## config.mk

```make
export PLATFORM = sky130hd
export DESIGN_NAME = uart_tx_stream
export DESIGN_NICKNAME = d
export VERILOG_FILES = /design/src/rtl/uart_tx_stream.sv
export SDC_FILE = /design/constraint.sdc
export NUM_CORES = 1
export LEC_CHECK = 0
export CAP_MARGIN = 20
export CORE_ASPECT_RATIO = 1.4
export CORE_MARGIN = 2
export CORE_UTILIZATION = 30
export CTS_CLUSTER_DIAMETER = 30
export DETAILED_ROUTE_END_ITERATION = 6
export DONT_BUFFER_PORTS = 1
export HOLD_SLACK_MARGIN = 0.15
export PLACE_DENSITY = 0.47
export REMOVE_ABC_BUFFERS = 1
export SETUP_SLACK_MARGIN = 0.02
export SLEW_MARGIN = 5
export SYNTH_ARGS = -nofsm -noshare
export SYNTH_HDL_FRONTEND = slang
export SYNTH_SLANG_ARGS = --single-unit
```

## constraint.sdc

```tcl
create_clock -name clk -period 2.8 [get_ports clk]
set_clock_uncertainty 0.15 [all_clocks]
set_input_delay 0.56 -clock clk [delete_from_list [all_inputs] [get_ports clk]]
set_output_delay 0.56 -clock clk [all_outputs]
set_load 0.02 [all_outputs]
```

## src/rtl/uart_tx_stream.sv

```systemverilog
// UART transmitter with a stream input and a small transmit queue.
// Define UART_TX_FIFO_EN for a FIFO_DEPTH FIFO; otherwise a single holding register is used.
module uart_tx_stream #(
  parameter int CLK_FREQ   = 100000000,
  parameter int BAUD_RATE  = 9600,
  parameter int DATA_BITS  = 8,
  parameter int PARITY     = 0,
  parameter int STOP_BITS  = 1,
  parameter int FIFO_DEPTH = 16
) (
  input  logic                          clk,
  input  logic                          rst,
  input  logic                          in_valid,
  output logic                          in_ready,
  input  logic [DATA_BITS-1:0]          in_data,
  output logic                          TxD,
  output logic                          busy,
  output logic [$clog2(FIFO_DEPTH):0]   fifo_count
);

  localparam int CNT_DIV = CLK_FREQ / BAUD_RATE;
  localparam int BW      = (CNT_DIV > 1) ? $clog2(CNT_DIV) : 1;
  localparam int CW      = $clog2(FIFO_DEPTH) + 1;

  typedef enum logic [2:0] {
    IDLE,
    START,
    DATA,
    PAR,
    STOP
  } state_t;

  logic                 push;
  logic                 pop;
  logic                 q_empty;
  logic [DATA_BITS-1:0] q_head;
  logic                 rdy_en_q, rdy_en_d;

  assign push = in_valid & in_ready;

`ifdef UART_TX_FIFO_EN
  localparam int AW = $clog2(FIFO_DEPTH);

  logic [DATA_BITS-1:0] mem_q [FIFO_DEPTH];
  logic [AW-1:0]        wptr_q, wptr_d;
  logic [AW-1:0]        rptr_q, rptr_d;
  logic [CW-1:0]        count_q, count_d;

  // FIFO pointer and occupancy update; pointers wrap naturally
  always_comb begin
    wptr_d  = wptr_q;
    rptr_d  = rptr_q;
    count_d = count_q + CW'(push) - CW'(pop);
    if (push) wptr_d = wptr_q + 1'b1;
    if (pop)  rptr_d = rptr_q + 1'b1;
  end

  // FIFO control registers
  always_ff @(posedge clk) begin
    if (rst) begin
      wptr_q  <= '0;
      rptr_q  <= '0;
      count_q <= '0;
    end else begin
      wptr_q  <= wptr_d;
      rptr_q  <= rptr_d;
      count_q <= count_d;
    end
  end

  // FIFO storage, no reset needed
  always_ff @(posedge clk) begin
    if (push) mem_q[wptr_q] <= in_data;
  end

  assign q_empty    = (count_q == '0);
  assign q_head     = mem_q[rptr_q];
  assign fifo_count = count_q;
  assign in_ready   = rdy_en_q && (count_q != CW'(FIFO_DEPTH));
`else
  logic [DATA_BITS-1:0] hold_q, hold_d;
  logic                 full_q, full_d;

  // Single holding register; only accepts when empty
  always_comb begin
    hold_d = hold_q;
    full_d = full_q;
    if (pop) full_d = 1'b0;
    if (push) begin
      hold_d = in_data;
      full_d = 1'b1;
    end
  end

  // Holding register state
  always_ff @(posedge clk) begin
    if (rst) begin
      hold_q <= '0;
      full_q <= 1'b0;
    end else begin
      hold_q <= hold_d;
      full_q <= full_d;
    end
  end

  assign q_empty    = !full_q;
  assign q_head     = hold_q;
  assign fifo_count = CW'(full_q);
  assign in_ready   = rdy_en_q && !full_q;
`endif

  state_t               state_q, state_d;
  logic [BW-1:0]        baud_q, baud_d;
  logic [3:0]           bit_q, bit_d;
  logic [DATA_BITS-1:0] shift_q, shift_d;
  logic                 par_q, par_d;
  logic                 txd_q, txd_d;
  logic                 last_baud;

  assign last_baud = (baud_q == BW'(CNT_DIV - 1));

  // Frame sequencer; TxD is computed one cycle ahead so it leaves a flop
  always_comb begin
    state_d  = state_q;
    baud_d   = last_baud ? '0 : baud_q + 1'b1;
    bit_d    = bit_q;
    shift_d  = shift_q;
    par_d    = par_q;
    txd_d    = txd_q;
    pop      = 1'b0;
    rdy_en_d = 1'b1;
    unique case (state_q)
      IDLE: begin
        txd_d  = 1'b1;
        baud_d = '0;
        bit_d  = '0;
        if (!q_empty) begin
          state_d = START;
          pop     = 1'b1;
          shift_d = q_head;
          par_d   = (^q_head) ^ (PARITY == 1);
          txd_d   = 1'b0;
        end
      end
      START: begin
        if (last_baud) begin
          state_d = DATA;
          bit_d   = '0;
          txd_d   = shift_q[0];
        end
      end
      DATA: begin
        if (last_baud) begin
          if (bit_q == 4'(DATA_BITS - 1)) begin
            bit_d = '0;
            if (PARITY != 0) begin
              state_d = PAR;
              txd_d   = par_q;
            end else begin
              state_d = STOP;
              txd_d   = 1'b1;
            end
          end else begin
            bit_d   = bit_q + 1'b1;
            shift_d = shift_q >> 1;
            txd_d   = shift_q[1];
          end
        end
      end
      PAR: begin
        if (last_baud) begin
          state_d = STOP;
          bit_d   = '0;
          txd_d   = 1'b1;
        end
      end
      STOP: begin
        if (last_baud) begin
          if (bit_q == 4'(STOP_BITS - 1)) begin
            bit_d = '0;
            if (!q_empty) begin
              state_d = START;
              pop     = 1'b1;
              shift_d = q_head;
              par_d   = (^q_head) ^ (PARITY == 1);
              txd_d   = 1'b0;
            end else begin
              state_d = IDLE;
              txd_d   = 1'b1;
            end
          end else begin
            bit_d = bit_q + 1'b1;
          end
        end
      end
      default: begin
        state_d = IDLE;
        txd_d   = 1'b1;
      end
    endcase
  end

  // Sequencer registers
  always_ff @(posedge clk) begin
    if (rst) begin
      state_q  <= IDLE;
      baud_q   <= '0;
      bit_q    <= '0;
      shift_q  <= '0;
      par_q    <= 1'b0;
      txd_q    <= 1'b1;
      rdy_en_q <= 1'b0;
    end else begin
      state_q  <= state_d;
      baud_q   <= baud_d;
      bit_q    <= bit_d;
      shift_q  <= shift_d;
      par_q    <= par_d;
      txd_q    <= txd_d;
      rdy_en_q <= rdy_en_d;
    end
  end

  assign TxD  = txd_q;
  assign busy = (state_q != IDLE) || (fifo_count != '0);

endmodule
```

==> qor.yml <==
status: "complete, no violations"
drc: 0
n_antenna_cell: 0
arrival_ns: 2.48
power_density_nw_per_um2: 578
cts.path.max_buffers: 2
power_frac_seq_pct: 51.0
p_sw_mw: 0.297
yosys_most_used_dff: "dfxtp_1"
synth_cell_types: 45
crit_fanout: 10
hold_viol: 0
drt_iter0_drc: 46
met2_usage_pct: 18.9
initial_core_util_pct: 31.2
critPathRequiredTime_ns: 2.85
relSlewSlack_pct: 60.6
hold_path_class: "in2reg"
place_ws_ns: 0.337
hold_path_startpoint: "rst"
row_count: 34
finalCritPeriodShare_pct: 86.7
synthDominantCellAreaShare_pct: 41.1
clock_latency_ns: 0.29
finalWorstSetupSlack_ns: 0.373
power_frac_comb_pct: 10.5
rr_startpoint: "bit_q[0]"
place_congestion: 0.758
io_buffers: 0
die_y_um: 99.4
post_drt_wl_per_cell_um: 13.1
synthTopCellsByArea: "dfxtp_1 (41%), mux2i_1 (5.6%), nor2_1 (5.0%), a21oi_1 (4.9%), nand3_1 (3.6%)"
vias_per_cell: 4.98
startpoint: "bit_q[0]"
synth-seq-cells: 40
path_class: "reg2reg"
grt_pass1_wl_um: 6800
dpl_cell_area_um2: 1990
worstMarginPinSlew_ns: 0.588
antenna_found_initial: 0
synth.cell_area_um2: 1950
ctsResizeCount: 0
switching_share_pct: 24.6
cts_tree: "built"
max_stage_delay_ns: 0.51
grt_pass1_vias: 1409
clock-root-buffer: "clkbuf_8"
maxCapViolations: 0
syn_area_per_cell_um2: 8.86
antenna_left: 0
fin_crit_ns: 2.43
hpwl_um: 2700
nets: 231
yosysMostFrequentCell: "dfxtp_1"
cts_buffers: 5
post_cts_buffers: 0
synth_top_area_cell: "dfxtp_1"
chipWidth_um: 72.1
synthToLayoutAreaGrowth_pct: 7.38
p_int_mw: 0.912
clk_pin_slew_worst_paths_ns: 0.08
drv_slew: 0
async_flop_share_pct: 0
vias: 1445
cts.sinks: 40
htreeDepth: 2
rsz0062_at_grt: "false"
worst_ir_drop_vdd_mv: 0.245
yosys-top-cells-count: "dfxtp_1 (40), nor2_1 (26), a21oi_1 (19)"
cp-start-kind: "flip-flop"
grt_max_degree: 27
finalPower_mw: 1.21
hold_buffers: 0
path_cells: "inv_1 > ha_1 > or3b_2 > a31o_2 > a2111oi_4 > buf_4 > nor2_1 > a211oi_1"
busiest_layer: "met2"
p_leak_nw: 0.719
grt_use_met1_pct: 15.2
wl_um: 3800
synth_edf_count: 0
gr-total-overflow: 0
synth-seq-area-share_pct: 41.1
yosysWarnings: 0
use_met3_pct: 3.14
final_area_um2: 2090
pin_count: 19
setup_viol: 0
power_frac_clock_pct: 38.6
endpoint_kind: "flip-flop"
cpMaxStageDelayCell: "or3b_2"
core_area_um2: 6250
drive_above_1_share_pct: 10.1
grt_use_total_pct: 11.8
drt_first_pass_iters: 4
die-area_um2: 7170
netlist_instances: 220
fmax_mhz: 412
## layout make-up
class | count | area, um^2
fill | 633 | 4160
multi-input combinational | 160 | 1050
inverter | 7 | 26.3
clock buffer | 6 | 72.6
sequential | 40 | 801
timing repair buffer | 3 | 22.5
clock inverter | 2 | 35.0
tap | 72 | 90.1
## cells by family after synthesis
family,after synthesis,share of synthesized area (%)
flip-flops,40,41.1
XOR/XNOR,10,4.49
AND/OR/NAND/NOR,87,24.1
adder cells (fa/ha/maj),4,2.50
other,1,0.192
multiplexers,12,6.23
buffers and inverters,23,6.10
AO/OA/AOI/OAI,43,15.3
## sequential cells by signal, indices dropped and copies added (netlist names)
signal    count
TxD           1
baud_q       14
bit_q         4
full_q        1
hold_q        8
rdy_en_q      1
shift_q       8
state_q       3
## cells in the final DEF, fill, tap and decap left out, types with 7 or more instances in the layout
cell type / instances
mux2i_1: 11
a21oi_1: 19
inv_1: 7
nor2_1: 26
dfxtp_1: 40
a211oi_1: 7
xor2_1: 7
nand2_1: 17
nand3_1: 14
## stage by stage
| step | utilization [%] | std cells | TNS (ns) | hold WS, ns |
|---|---|---|---|---|
| floorplan | - | 207 | -2.49 | 0.263 |
| global placement | 31.8 | 282 | 0 | 0.281 |
| detailed placement | 31.8 | 282 | 0 | 0.290 |
| CTS | 33.5 | 290 | 0 | 0.166 |
| global route | 33.5 | 290 | 0 | 0.157 |
| finish | 33.5 | 290 | 0 | 0.179 |
## per-layer routing
| metal | up-vias | wire length, um | share of wire (%) |
|---|---|---|---|
| li1 | 760 | - | - |
| met1 | 659 | 1820 | 48 |
| met2 | 20 | 1800 | 47 |
| met3 | 6 | 119 | 3.1 |
| met4 | 0 | 67 | 1.8 |
| met5 | - | 0 | 0 |
## worst max-delay path, delay by kind of cell (launching register included)
family                     cells  cell delay (ns)
buffers and inverters          2             0.32
adders and majority gates      1             0.13
AOI/OAI and AO/OA              3             0.84
and+or+nand+nor                2             0.56
DFF                            1             0.35
## final timing paths
path | cells after the start | to | slack, ns
min reg2reg | 2 | hold_q[7] | 0.30
max reg2reg | 8 | shift_q[2] | 0.37
min | 1 | bit_q[3] | 0.18
max | 8 | shift_q[2] | 0.37
## power by group through the flow
stage / clock network (mW) / registers [mW] / logic, mW
2_1_floorplan: 0 / 0.623 / 0.104
3_3_place_gp: 0 / 0.630 / 0.127
3_5_place_dp: 0 / 0.630 / 0.129
4_1_cts: 0.488 / 0.617 / 0.129
5_1_grt: 0.514 / 0.622 / 0.141
6_report: 0.466 / 0.616 / 0.127
Note: power is estimated with default switching activity, not from simulation.
